`config.mk`:
```
export PLATFORM = sky130hd
export DESIGN_NAME = usb_tx_arbiter
export DESIGN_NICKNAME = d
export VERILOG_FILES = /design/src/rtl/usb_tx_arbiter.sv
export SDC_FILE = /design/constraint.sdc
export NUM_CORES = 1
export LEC_CHECK = 0
export BUFFER_PORTS_ARGS = -buffer_cell sky130_fd_sc_hd__buf_2
export CAP_MARGIN = 15
export CORE_UTILIZATION = 37
export DETAILED_ROUTE_END_ITERATION = 12
export PLACE_DENSITY = 0.76
export SLEW_MARGIN = 20
export SYNTH_ARGS = -nofsm -noshare
export SYNTH_HDL_FRONTEND = slang
export SYNTH_SLANG_ARGS = --single-unit
```
`constraint.sdc`:
```
create_clock -name clk -period 2.8 [get_ports clk]
set_clock_uncertainty 0.15 [all_clocks]
set_input_delay 0.56 -clock clk [delete_from_list [all_inputs] [get_ports clk]]
set_output_delay 0.56 -clock clk [all_outputs]
set_load 0.05 [all_outputs]
```
`src/rtl/usb_tx_arbiter.sv`:
```
// rtl/usb_tx_arbiter.sv - two-source whole-packet TX arbiter with bus-turnaround gap
module usb_tx_arbiter #(
    parameter int TURNAROUND = 8
) (
    input  logic       clk,
    input  logic       reset,
    input  logic       usb_reset,
    input  logic       rx_active,
    output logic [7:0] tx_data,
    output logic       tx_valid,
    input  logic       tx_ready,
    input  logic       valid0,
    input  logic       valid1,
    input  logic [7:0] data0,
    input  logic [7:0] data1,
    input  logic       last0,
    input  logic       last1,
    output logic       ready0,
    output logic       ready1,
    output logic [1:0] grant,
    output logic       tx_abort
);

    localparam int GW = (TURNAROUND > 0) ? $clog2(TURNAROUND + 1) : 1;
    localparam logic [GW-1:0] GAP_LOAD = GW'(TURNAROUND);

    typedef enum logic {IDLE, SEND} state_t;

    state_t        state;
    logic [GW-1:0] gap;
    logic          sel_valid;
    logic          sel_last;
    logic          accept;
    logic          underrun;
    logic          pkt_end;

    always_comb begin
        sel_valid = (grant[0] & valid0) | (grant[1] & valid1);
        sel_last  = (grant[0] & last0)  | (grant[1] & last1);
        accept    = (state == SEND) & tx_ready & sel_valid;
        underrun  = (state == SEND) & tx_ready & ~sel_valid;
        pkt_end   = (accept & sel_last) | underrun;
        tx_data   = 8'h00;
        if (grant[0]) begin
            tx_data = data0;
        end else if (grant[1]) begin
            tx_data = data1;
        end
    end

    assign ready0   = accept & grant[0];
    assign ready1   = accept & grant[1];
    assign tx_abort = underrun;

    always_ff @(posedge clk) begin
        if (reset || usb_reset) begin
            state    <= IDLE;
            grant    <= 2'b00;
            tx_valid <= 1'b0;
            gap      <= '0;
        end else begin
            // Receive activity keeps the gap pinned at full length, even mid-packet.
            if (rx_active || pkt_end) begin
                gap <= GAP_LOAD;
            end else if (gap != '0) begin
                gap <= gap - 1'b1;
            end

            case (state)
                IDLE: begin
                    if (gap == '0 && !rx_active && (valid0 || valid1)) begin
                        state    <= SEND;
                        tx_valid <= 1'b1;
                        grant    <= valid0 ? 2'b01 : 2'b10;
                    end
                end
                SEND: begin
                    if (pkt_end) begin
                        state    <= IDLE;
                        tx_valid <= 1'b0;
                        grant    <= 2'b00;
                    end
                end
                default: begin
                    state    <= IDLE;
                    tx_valid <= 1'b0;
                    grant    <= 2'b00;
                end
            endcase
        end
    end

endmodule
```
==> run_results.csv, run 1 <==
group,metric,value,unit
placed_design,dp.final_hpwl,1.022,mm
logic_synthesis,syn_inst,54,
worst_setup_path,crit_type,"reg -> out",
cts,cts_root_buffer,"clkbuf_4",
power,power_density,391.3,mW/mm²
grt,antenna_found_initial,0,
cts,clk_latency,0.25,ns
detailed_routing,num_vias,561,
logic_synthesis,synth-seq-area-share,31.68,%
detailed_routing,top_layer,"met3",
cts,ctsResizeCount,0,
grt,track_usage,16.87,%
detailed_routing,drt_wl_total,1.259,mm
logic_synthesis,synth_top_area_share,31.68,%
placed_design,numPortBuffers,38,
grt,overflow,0,
logic_synthesis,syn_nets,81,
grt,grt_pass1_vias,458,
detailed_routing,dr.pass1.iters,4,
worst_setup_path,cp_max_fo,15,
cts,cts_made_buffers,3,
timing,max_freq,428.5,MHz
final_layout,multi_input_area,331.6,µm²
logic_synthesis,netlist_area,505.5,µm²
flow_run,maxCapViolations,0,
cts,clock_sinks,8,
worst_setup_path,start_kind,"flip-flop",
power,ir_drop,0.3269,mV
logic_synthesis,synthTopCellsByArea,"dfxtp_1, a22o_1, ha_1, a32o_1, a21o_2",
detailed_routing,final_antenna_net_count,0,
worst_setup_path,cp_data_required_time,2.09,ns
final_layout,final_nets,122,
cts,post_cts_buffers,0,
timing,setup_tns,0,ns
cts,ctsHoldBuffers,0,
grt,grt_max_degree,16,
grt,grt_pass1_wl,1.766,mm
worst_setup_path,crit_path_end_kind,"primary output",
final_layout,final-seq-area,160.2,µm²
detailed_routing,wl_met1,574,µm
detailed_routing,drc,0,
timing,hold_viol_final,0,
final_layout,fill_cells,115,
floorplan,die_area,0.001518,mm²
floorplan,io_pins,39,
worst_setup_path,crit_chain,"nor2b_1, a22o_1, buf_2",
floorplan,initial_core_util,42.62,%
logic_synthesis,ys_warn_count,0,
placed_design,gp_congestion,0.7080,
detailed_routing,met3_length,122,µm
floorplan,die_w,38.96,µm
logic_synthesis,postSynthAreaPerCell,9.361,µm²
worst_setup_path,critPathSlowestCell,"nor2b_1",
cts,clk_pin_slew,0.05,ns
timing,rsz0062_at_grt,"false",
min_path,hold_path.class,"reg -> reg",
cts,cts_tree,"yes",
worst_setup_path,crit_arrival,1.62,ns
final_layout,syn2layout_area_growth,45.05,%
timing,worst_pin_slew,0.5077,ns
final_layout,mostFrequentLayoutCell,"buf_2",
timing,finalSetupViolCount,0,
floorplan,die_h,38.96,µm
cts,cts_buffer_depth,2,
cts,htreeDepth,1,
detailed_routing,met2_length,562,µm
timing,hold_slack,0.3020,ns
final_layout,final_cell_mix,"buf_2, a22o_1, dfxtp_1",
floorplan,core_area,0.001186,mm²
final_layout,diodes,0,
detailed_routing,viasPerCell,5.243,
floorplan,rows,12,
power,p_leak,0.0003874,µW
detailed_routing,dr.first_iter.drc_count,5,
worst_setup_path,cpPeakStageDelay,0.47,ns
final_layout,drive_gt1_share,51.61,%
detailed_routing,post_drt_wl_per_cell,11.77,µm
timing,slew_viol_final,0,
timing,fin_crit,2.334,ns
logic_synthesis,synthDistinctLibCells,26,
logic_synthesis,synth-seq-cells,8,
worst_setup_path,path_buf_inv,1,
timing,finalCritPeriodShare,83.36,%
timing,maxSlewHeadroom,66.09,%
status,status,"completed",
worst_setup_path,crit_family,"simple AND/OR/NAND/NOR gates",
logic_synthesis,synth_top_area_cell,"dfxtp_1",
## kinds of logic after synthesis
| kind of cell | share of synthesized area (%) |
|---|---|
| buf+inv | 3.713 |
| flops | 31.68 |
| xor+xnor | 3.466 |
| fa+ha+maj | 4.950 |
| compound gates | 31.19 |
| simple gates | 25.00 |
## per-layer routing
layer / GRT usage [%] / vias up
li1: - / 289
met1: 21.60 / 247
met2: 25.83 / 25
met3: 4.624 / 0
met4: 7.759 / 0
met5: 0 / -
## synthesized netlist by cell type
library cell / instances
nor2b_1: 1
a32o_1: 2
xor2_1: 1
dfxtp_1: 8
and2_1: 1
a21o_2: 2
a211oi_1: 1
or3_1: 1
xnor2_1: 1
nand2_1: 2
nor4bb_1: 1
nor2_1: 2
clkbuf_1: 2
nor3_1: 3
and3_2: 1
o211a_1: 1
ha_1: 2
a2111oi_0: 1
or3b_4: 1
inv_1: 3
a21oi_1: 3
a22o_1: 9
or4_4: 1
nor3b_1: 2
nor3_4: 1
nor4_1: 1
## layout make-up
class	instances	area share [%]
multi-input cells	41	45.22
repair buffers	38	25.94
flip-flops and latches	8	21.84
clock buffers	3	3.072
well taps	14	2.389
inverters	3	1.536
## final timing paths
kind | depth (start not counted) | startpoint | slack (ns) | endpoint
setup / recovery | 3 | grant[0]$_SDFFE_PP0P_ | 0.47 | tx_data[2]
hold / removal | 1 | tx_valid$_SDFFE_PP0P_ | 0.30 | tx_valid$_SDFFE_PP0P_
setup reg to reg | 6 | gap[0]$_SDFFE_PP0P_ | 0.72 | grant[1]$_SDFFE_PP0P_
hold reg to reg | 1 | tx_valid$_SDFFE_PP0P_ | 0.30 | tx_valid$_SDFFE_PP0P_
## worst reg2reg max path, cell delays in order (launching register included)
cell,delay [ns]
dfxtp_1,0.31
inv_1,0.10
ha_1,0.17
or3b_4,0.41
or4_4,0.53
nor3_4,0.20
a32o_1,0.15
## through the flow
step | cell area, µm² | utilization, % | total power, µW | worst slack (ns) | instances
6_report | 733.2 | 61.81 | 286.9 | 0.4661 | 107
5_1_grt | 733.2 | 61.81 | 297.9 | 0.3606 | 107
4_1_cts | 733.2 | 61.81 | 290.5 | 0.4389 | 107
3_5_place_dp | 710.7 | 59.92 | 202.9 | 0.7168 | 104
3_3_place_gp | 710.7 | 59.92 | 201.7 | 0.7520 | 104
2_1_floorplan | 510.5 | - | 173.2 | 0.09531 | 54
## where the power goes
part           total [µW]  internal [µW]  leakage, µW  switching, µW
Clock                86.3           48.9    0.0000138           37.4
Sequential            123            118    0.0000650           4.68
Combinational        77.7           31.8     0.000309           45.9
## sequential cells by signal, indices dropped and copies added (netlist names)
register,count
grant,2
tx_valid,1
state,1
gap,4
Power figures use the tool's default switching activity.
==> inputs of run 2 (changes only) <==
CORE_UTILIZATION = 34   (was 37)
PLACE_DENSITY = 0.73   (was 0.76)
clock period = 1.9 ns   (was 2.8 ns; I/O delays follow)
==> run_results.csv, run 2 (synthesis results as in run 1) <==
group,metric,value,unit
status,status,"complete, but fails checks",
status,failed_checks,"negative setup slack",
detailed_routing,num_vias,599,
power,power_frac_comb,29.2,%
final_layout,final_nets,129,
final_layout,final_cell_mix,"buf_2, buf_4, a22o_2",
cts,clk_latency,0.27,ns
worst_setup_path,crit_family,"simple AND/OR/NAND/NOR gates",
cts,htreeDepth,1,
worst_setup_path,start_kind,"flip-flop",
floorplan,die_h,40.56,µm
detailed_routing,dr.pass1.iters,2,
worst_setup_path,crit_arrival,2.00,ns
final_layout,diodes,0,
power,power_frac_seq,40.5,%
detailed_routing,final_antenna_net_count,0,
worst_setup_path,critical_path_depth,6,
power,p_leak,0.0004348,µW
worst_setup_path,critPathSlowestCell,"or4_4",
floorplan,io_pins,39,
timing,max_freq,513.8,MHz
cts,clk_pin_slew,0.06,ns
grt,track_usage,19.38,%
timing,hold_slack,0.2048,ns
placed_design,pre_cts_ws,-0.05088,ns
power,power_density,528.9,mW/mm²
placed_design,gp_congestion,0.6994,
worst_setup_path,crit_type,"reg -> reg",
cts,cts_root_buffer,"clkbuf_4",
detailed_routing,dr.first_iter.drc_count,7,
worst_setup_path,cpPeakStageDelay,0.52,ns
detailed_routing,post_drt_wl_per_cell,12.69,µm
final_layout,drive_gt1_share,72.00,%
power,p_switching,143.7,µW
final_layout,largest_reg_flops,4,
final_layout,reg_top3,"gap: 4 flops, grant: 2 flops",
worst_setup_path,crit_path_end_kind,"flip-flop",
power,switching_share,31.84,%
detailed_routing,drc,0,
worst_setup_path,rr_worst_depth,6,
worst_setup_path,cp_max_fo,4,
cts,clock_sinks,8,
final_layout,syn2layout_area_growth,68.81,%
floorplan,die_area,0.001645,mm²
grt,grt_max_degree,16,
floorplan,core_area,0.001350,mm²
min_path,hold_path.class,"in -> reg",
grt,grt_pass1_wl,1.911,mm
cts,cts_tree,"yes",
placed_design,numPortBuffers,38,
detailed_routing,viasPerCell,5.209,
flow_run,maxCapViolations,0,
floorplan,rows,13,
worst_setup_path,crit_chain,"inv_2, ha_4, or3b_4, or4_4, nor3_4, a32o_1",
power,ir_drop,0.4964,mV
cts,cts_made_buffers,3,
worst_setup_path,cp_data_required_time,1.96,ns
grt,overflow,0,
timing,rsz0062_at_grt,"true",
timing,setup_slack,-0.04633,ns
timing,finalCritPeriodShare,102.4,%
grt,grt_pass1_vias,470,
timing,finalSetupViolCount,4,
floorplan,die_w,40.56,µm
cts,cts_buffer_depth,2,
worst_setup_path,path_buf_inv,1,
final_layout,mostFrequentLayoutCell,"buf_2",
detailed_routing,drt_wl_total,1.459,mm
timing,worst_pin_slew,0.4379,ns
timing,slew_viol_final,0,
min_path,whs_path_depth,2,
final_layout,top_register,"gap",
timing,maxSlewHeadroom,70.58,%
grt,antenna_found_initial,0,
timing,hold_viol_final,0,
timing,fin_crit,1.946,ns
floorplan,initial_core_util,37.44,%
placed_design,dp.final_hpwl,1.108,mm
power,power_frac_clock,30.3,%
power,power.internal,307.6,µW
run 2: cell types whose count changed in the layout (fill, tap and decap cells not counted), sizes merged:
cell,change
clkbuf,+3
buf,+4
run 2: final cells by class:
class | instances | area (µm²)
Fill cell | 121 | 496.7
Sequential cell | 8 | 165.2
Inverter | 3 | 11.26
Tap cell | 15 | 18.77
Multi-Input combinational cell | 41 | 372.9
Clock buffer | 3 | 22.52
Timing Repair Buffer | 45 | 262.8
run 2: power groups by stage:
stage	Sequential, µW	Clock [µW]	Combinational, µW
floorplan	191	0	67.6
global placement	185	0	121
detailed placement	185	0	123
CTS	182	138	127
global route	183	151	143
finish	183	137	132
run 2: timing repair:
action                                  4_1_cts  5_1_grt
resized for setup                             7       13
endpoints found under the setup margin       12       13
hold buffers                                  0        0
gates cloned                                  0        0
pin swaps                                     1        1
buffers inserted                              1        1
run 2: path summary, 6_finish.rpt:
check	from	end	slack (ns)
max	gap[0]$_SDFFE_PP0P_	grant[1]$_SDFFE_PP0P_	-0.05
min	reset	gap[3]$_SDFFE_PP0P_	0.20
max reg2reg	gap[0]$_SDFFE_PP0P_	grant[1]$_SDFFE_PP0P_	-0.05
min reg2reg	tx_valid$_SDFFE_PP0P_	tx_valid$_SDFFE_PP0P_	0.32
run 2: routing by layer:
metal  global-route usage, %  part of all wire [%]  up-vias
met5                       0                     0        -
met4                   15.00                   3.0        0
met3                   8.333                   4.9        5
met2                   29.76                    49       16
met1                   20.60                    43      274
li1                        -                     -      304
run 2: metrics by stage:
step                cells  total power (µW)  util [%]  setup TNS, ns  area [µm²]
floorplan              54             258.6         -       -0.06600       534.3
global placement      110             306.4     57.28       -0.04174       773.2
detailed placement    110             308.6     57.28        -0.1148       773.2
CTS                   114             447.8     61.17       -0.08590       825.8
global route          115             476.3     63.21        -0.5257       853.3
finish                115             451.4     63.21        -0.1137       853.3
